<file path="src/rtl/fifo_rd_packer.sv">
// Read-side consumer for an 8-bit FIFO: issues single-byte reads, drops underflowed
// bytes, and packs good bytes little-endian into words offered on valid/ready.
module fifo_rd_packer #(
  parameter int DATA_WIDTH = 8,
  parameter int PACK       = 4,
  parameter int BACKOFF    = 2
) (
  input  logic                       clk,
  input  logic                       rst,
  input  logic                       en,
  input  logic                       flush,
  input  logic [DATA_WIDTH-1:0]      fifo_data_out,
  input  logic                       fifo_under_flow,
  output logic                       fifo_rd_n,
  output logic [DATA_WIDTH*PACK-1:0] word_data,
  output logic [PACK-1:0]            word_keep,
  output logic                       word_valid,
  input  logic                       word_ready,
  output logic [7:0]                 uf_count,
  output logic                       busy
);

  localparam int WORD_W = DATA_WIDTH * PACK;
  localparam int CNT_W  = (PACK > 1) ? $clog2(PACK) : 1;
  localparam logic [CNT_W-1:0] LAST = CNT_W'(PACK - 1);

  typedef enum logic [1:0] {IDLE, RD, CHK, BACK} state_t;

  state_t              state, state_d;
  logic [CNT_W-1:0]    cnt, cnt_d;
  logic [3:0]          timer, timer_d;
  logic [WORD_W-1:0]   lanes, lanes_d;
  logic                load;
  logic [WORD_W-1:0]   load_data;
  logic [PACK-1:0]     load_keep;
  logic                valid_d;
  logic                valid_chk;
  logic                uf_inc;

  function automatic logic [PACK-1:0] keep_mask(input logic [CNT_W-1:0] n);
    logic [PACK-1:0] m;
    m = '0;
    for (int i = 0; i < PACK; i++) m[i] = (i < int'(n));
    return m;
  endfunction

  function automatic logic [WORD_W-1:0] mask_word(input logic [WORD_W-1:0] d,
                                                  input logic [PACK-1:0]   k);
    logic [WORD_W-1:0] w;
    w = '0;
    for (int i = 0; i < PACK; i++)
      if (k[i]) w[i*DATA_WIDTH +: DATA_WIDTH] = d[i*DATA_WIDTH +: DATA_WIDTH];
    return w;
  endfunction

  function automatic logic [7:0] sat_inc(input logic [7:0] v);
    return (v == 8'hFF) ? v : v + 8'd1;
  endfunction

  // A read may only start if a completed word could still be loaded afterwards.
  function automatic logic room(input logic v, input logic [CNT_W-1:0] c);
    return !(v && (c == LAST));
  endfunction

  always_comb begin
    state_d   = state;
    cnt_d     = cnt;
    timer_d   = timer;
    lanes_d   = lanes;
    load      = 1'b0;
    load_data = lanes;
    load_keep = '0;
    uf_inc    = 1'b0;
    valid_chk = 1'b0;
    valid_d   = word_valid && !word_ready;
    case (state)
      IDLE: begin
        if (flush && (cnt != '0) && !word_valid) begin
          load      = 1'b1;
          load_keep = keep_mask(cnt);
          load_data = mask_word(lanes, load_keep);
          cnt_d     = '0;
        end else if (en && !flush && room(word_valid, cnt)) begin
          state_d = RD;
        end
      end
      RD: state_d = CHK;
      CHK: begin
        if (!fifo_under_flow) begin
          lanes_d[cnt*DATA_WIDTH +: DATA_WIDTH] = fifo_data_out;
          if (cnt == LAST) begin
            load      = 1'b1;
            load_keep = '1;
            load_data = lanes_d;
            cnt_d     = '0;
          end else begin
            cnt_d = cnt + 1'b1;
          end
          valid_chk = load || (word_valid && !word_ready);
          state_d   = (en && !flush && room(valid_chk, cnt_d)) ? RD : IDLE;
        end else begin
          uf_inc  = 1'b1;
          timer_d = 4'(BACKOFF);
          state_d = BACK;
        end
      end
      BACK: begin
        timer_d = timer - 4'd1;
        if (timer <= 4'd1) begin
          timer_d = '0;
          state_d = IDLE;
        end
      end
      default: state_d = IDLE;
    endcase
    if (load) valid_d = 1'b1;
  end

  always_ff @(posedge clk) begin
    if (rst) begin
      state      <= IDLE;
      cnt        <= '0;
      timer      <= '0;
      fifo_rd_n  <= 1'b1;
      word_valid <= 1'b0;
      word_data  <= '0;
      word_keep  <= '0;
      uf_count   <= '0;
    end else begin
      state      <= state_d;
      cnt        <= cnt_d;
      timer      <= timer_d;
      fifo_rd_n  <= (state_d != RD);
      word_valid <= valid_d;
      if (load) begin
        word_data <= load_data;
        word_keep <= load_keep;
      end
      if (uf_inc) uf_count <= sat_inc(uf_count);
    end
  end

  // Lane storage is always masked by cnt on output, so it needs no reset.
  always_ff @(posedge clk) begin
    lanes <= lanes_d;
  end

  assign busy = (state != IDLE) || (cnt != '0);

endmodule

</file>
<file path="config.mk">
export PLATFORM = sky130hd
export DESIGN_NAME = fifo_rd_packer
export DESIGN_NICKNAME = d
export VERILOG_FILES = /design/src/rtl/fifo_rd_packer.sv
export SDC_FILE = /design/constraint.sdc
export NUM_CORES = 1
export LEC_CHECK = 0
export CORE_ASPECT_RATIO = 0.6
export CORE_MARGIN = 2
export CORE_UTILIZATION = 63
export DETAILED_ROUTE_END_ITERATION = 8
export DONT_BUFFER_PORTS = 1
export GPL_TIMING_DRIVEN = 0
export PLACE_DENSITY = 0.79
export SLEW_MARGIN = 30
export SYNTH_ARGS = -nofsm -noshare
export SYNTH_HDL_FRONTEND = slang
export SYNTH_SLANG_ARGS = --single-unit
export TNS_END_PERCENT = 30
</file>
<file path="constraint.sdc">
create_clock -name clk -period 3.6 [get_ports clk]
set_clock_uncertainty 0.1 [all_clocks]
set_input_delay 0.36 -clock clk [delete_from_list [all_inputs] [get_ports clk]]
set_output_delay 0.36 -clock clk [all_outputs]
set_load 0.05 [all_outputs]
</file>
==> impl_metrics.yaml <==
place:
  port-buffer-count: 0
  placed_cells: 527
  dp_hpwl_um: 7802
  placed_area_mm2: 0.004602
  place_congestion: 0.8426
run:
  maxCapViolCount: 0
sta:
  finalCritPeriodShare_pct: 70.47
  post-route-min-period_ns: 2.537
  slew-limit-headroom_pct: 50.81
  max_freq_ghz: 0.3942
  hold_viol_final: 0
  slew_viol_final: 0
  tightest_slew_ns: 0.7378
  final-setup-viol-count: 0
  timing.hold.ws_ns: 0.09609
  setup-tns-final_ns: 0
  rsz0062_at_grt: "no"
synth:
  synth_seq_area_share_pct: 45.80
  ys_warn_count: 0
  synth_area_mm2: 0.004458
  synthCells: 439
  syn_area_per_cell_um2: 10.15
  yosys_most_used_dff: "dfxtp_1"
  synth_fp_nets: 462
  synth_edf_count: 32
  ys_ff_latch: 86
  async_reset_ff_share_pct: 0
  ys_types: 54
pwr:
  p_leak_nw: 1.846
  vdd_drop_max_v: 0.0004811
  powerDensity_mw_per_mm2: 467.1
critical_path:
  worst_setup_path_end_kind: "register"
  criticalPathCategory: "register to register"
  critPathSlowestCell: "dfxtp_1"
  crit_fanout: 10
  critPathMaxStageDelay_ns: 0.51
  path_buf_inv: 3
  path_delay_family: "compound AO/OA/AOI/OAI gates"
  path_cells: "inv_1, ha_1, and4bb_1, buf_2, buf_6, a32o_1, a221oi_1, nor3_2"
  crit_path_start_kind: "register"
  cp.arrival_ns: 2.65
  crit_required_ns: 3.71
route:
  first_pass_iters: 5
  drc_errors: 0
  routed-via-count: 3585
  drt_iter0_markers: 360
  ant_nets: 0
  via_per_inst: 6.602
  wl_per_cell_um: 20.39
  routed_wl_um: 11070
global_routing:
  track_usage_pct: 28.87
  grt_overflow: 0
  grt_pass1_vias: 3297
  antenna_found_initial: 0
  grt_pass1_wl_um: 17530
  grt_max_degree: 22
clock_tree:
  post_cts_buffers: 0
  htree_levels: 3
  cts_tree: "built"
  clock-sinks: 86
  ctsHoldBuffers: 0
  cts.path.max_buffers: 2
  cts_root_buf: "clkbuf_16"
  cts_resized: 0
  clock_latency_ns: 0.35
  clkTransAtPathRegs_ns: 0.07
  cts_buffers: 9
floorplanning:
  initial_utilization_pct: 65.92
  dieArea_mm2: 0.007787
  die_w_um: 112.6
  core_area_mm2: 0.006763
  io_pins: 61
  row_count: 23
  fp.dieH_um: 69.16
layout:
  design_area_mm2: 0.004971
  fill_cells: 478
  drive_above_1_share_pct: 19.52
  final_nets: 474
  diodes: 0
  syn2layout_area_growth_pct: 11.51
  final_cells: 543
  mostFrequentLayoutCell: "dfxtp_1"
  most-common-layout-cells: "dfxtp_1 (54), nand2_1 (48), nor2_1 (41)"
worst_hold_path:
  hp-class: "primary input to register"
run_status:
  status: "complete, no violations"
-- cell families after synthesis --
logic type,share of synthesized area (%)
fa+ha+maj,2.526
compound gates,23.63
mux,0.4491
buf+inv,7.325
simple gates,19.28
flops,45.80
xor+xnor,0.9823
-- cell type report --
class | instances | area [µm²] | area share [%]
multi-input cells | 289 | 2097 | 42.18
well taps | 87 | 108.9 | 2.190
plain buffers | 32 | 206.4 | 4.153
flip-flops and latches | 86 | 2042 | 41.08
repair buffers | 1 | 27.53 | 0.5537
inverters | 32 | 120.1 | 2.416
clock inverters | 7 | 143.9 | 2.895
clock buffers | 9 | 225.2 | 4.531
-- worst paths after layout --
path	from	end	slack [ns]	depth (start not counted)
setup / recovery	cnt[0]$_SDFFE_PP0P_	word_data[5]$_SDFFE_PP0P_	1.06	8
hold / removal	word_ready	word_valid$_SDFF_PP0_	0.1	2
setup reg to reg	cnt[0]$_SDFFE_PP0P_	word_data[5]$_SDFFE_PP0P_	1.06	8
hold reg to reg	timer[3]$_SDFFE_PP0P_	timer[3]$_SDFFE_PP0P_	0.45	2
-- power by group --
group,switching [mW],internal [mW]
logic,0.0835,0.0385
registers,0.0302,1.02
clock network,0.398,0.752
total,0.511,1.81
-- stage by stage --
step                setup slack, ns  total power, mW  util, %
finish                        1.063            2.322    73.51
floorplan                    0.7890            1.163        -
global route                 0.9645            2.380    73.51
global placement            -0.1945            1.186    67.53
CTS                           1.097            2.333    73.51
detailed placement            1.141            1.193    68.05
-- Yosys cell counts, drive strengths merged (2+ instances only) --
cell	number	share of area, %
dfxtp	54	24
nand2	49	4.2
nor2	42	3.6
edfxtp	32	22
inv	31	2.6
o21ai	30	3.6
nor3	25	5.1
a221oi	24	7.1
a32o	24	5.4
buf	24	4.0
a21oi	12	2.2
ha	9	2.5
a22o	8	1.6
clkbuf	8	0.67
a211oi	6	1.0
or3	5	0.70
xor2	5	0.98
a31oi	4	0.56
nand3	4	0.45
nor2b	4	0.56
o211ai	4	0.67
a22oi	3	0.51
nand3b	3	0.51
nor4bb	3	0.67
and3	2	0.28
and3b	2	0.39
mux2i	2	0.45
nand2b	2	0.28
o41ai	2	0.39
or2	2	0.34
-- layer usage --
layer | vias to the layer above | routed length (µm) | track usage, %
met3 | 13 | 1086 | 10.11
met1 | 1760 | 4907 | 40.35
li1 | 1654 | - | -
met4 | 0 | 141 | 7.995
met2 | 158 | 4937 | 42.71
met5 | - | 0 | 0
-- registers in the layout, indices dropped and copies added, names as in the netlist --
signal      cells
cnt             2
fifo_rd_n       1
lanes          32
state           2
timer           4
uf_count        8
word_data      32
word_keep       4
word_valid      1
Power figures use the tool's default switching activity.
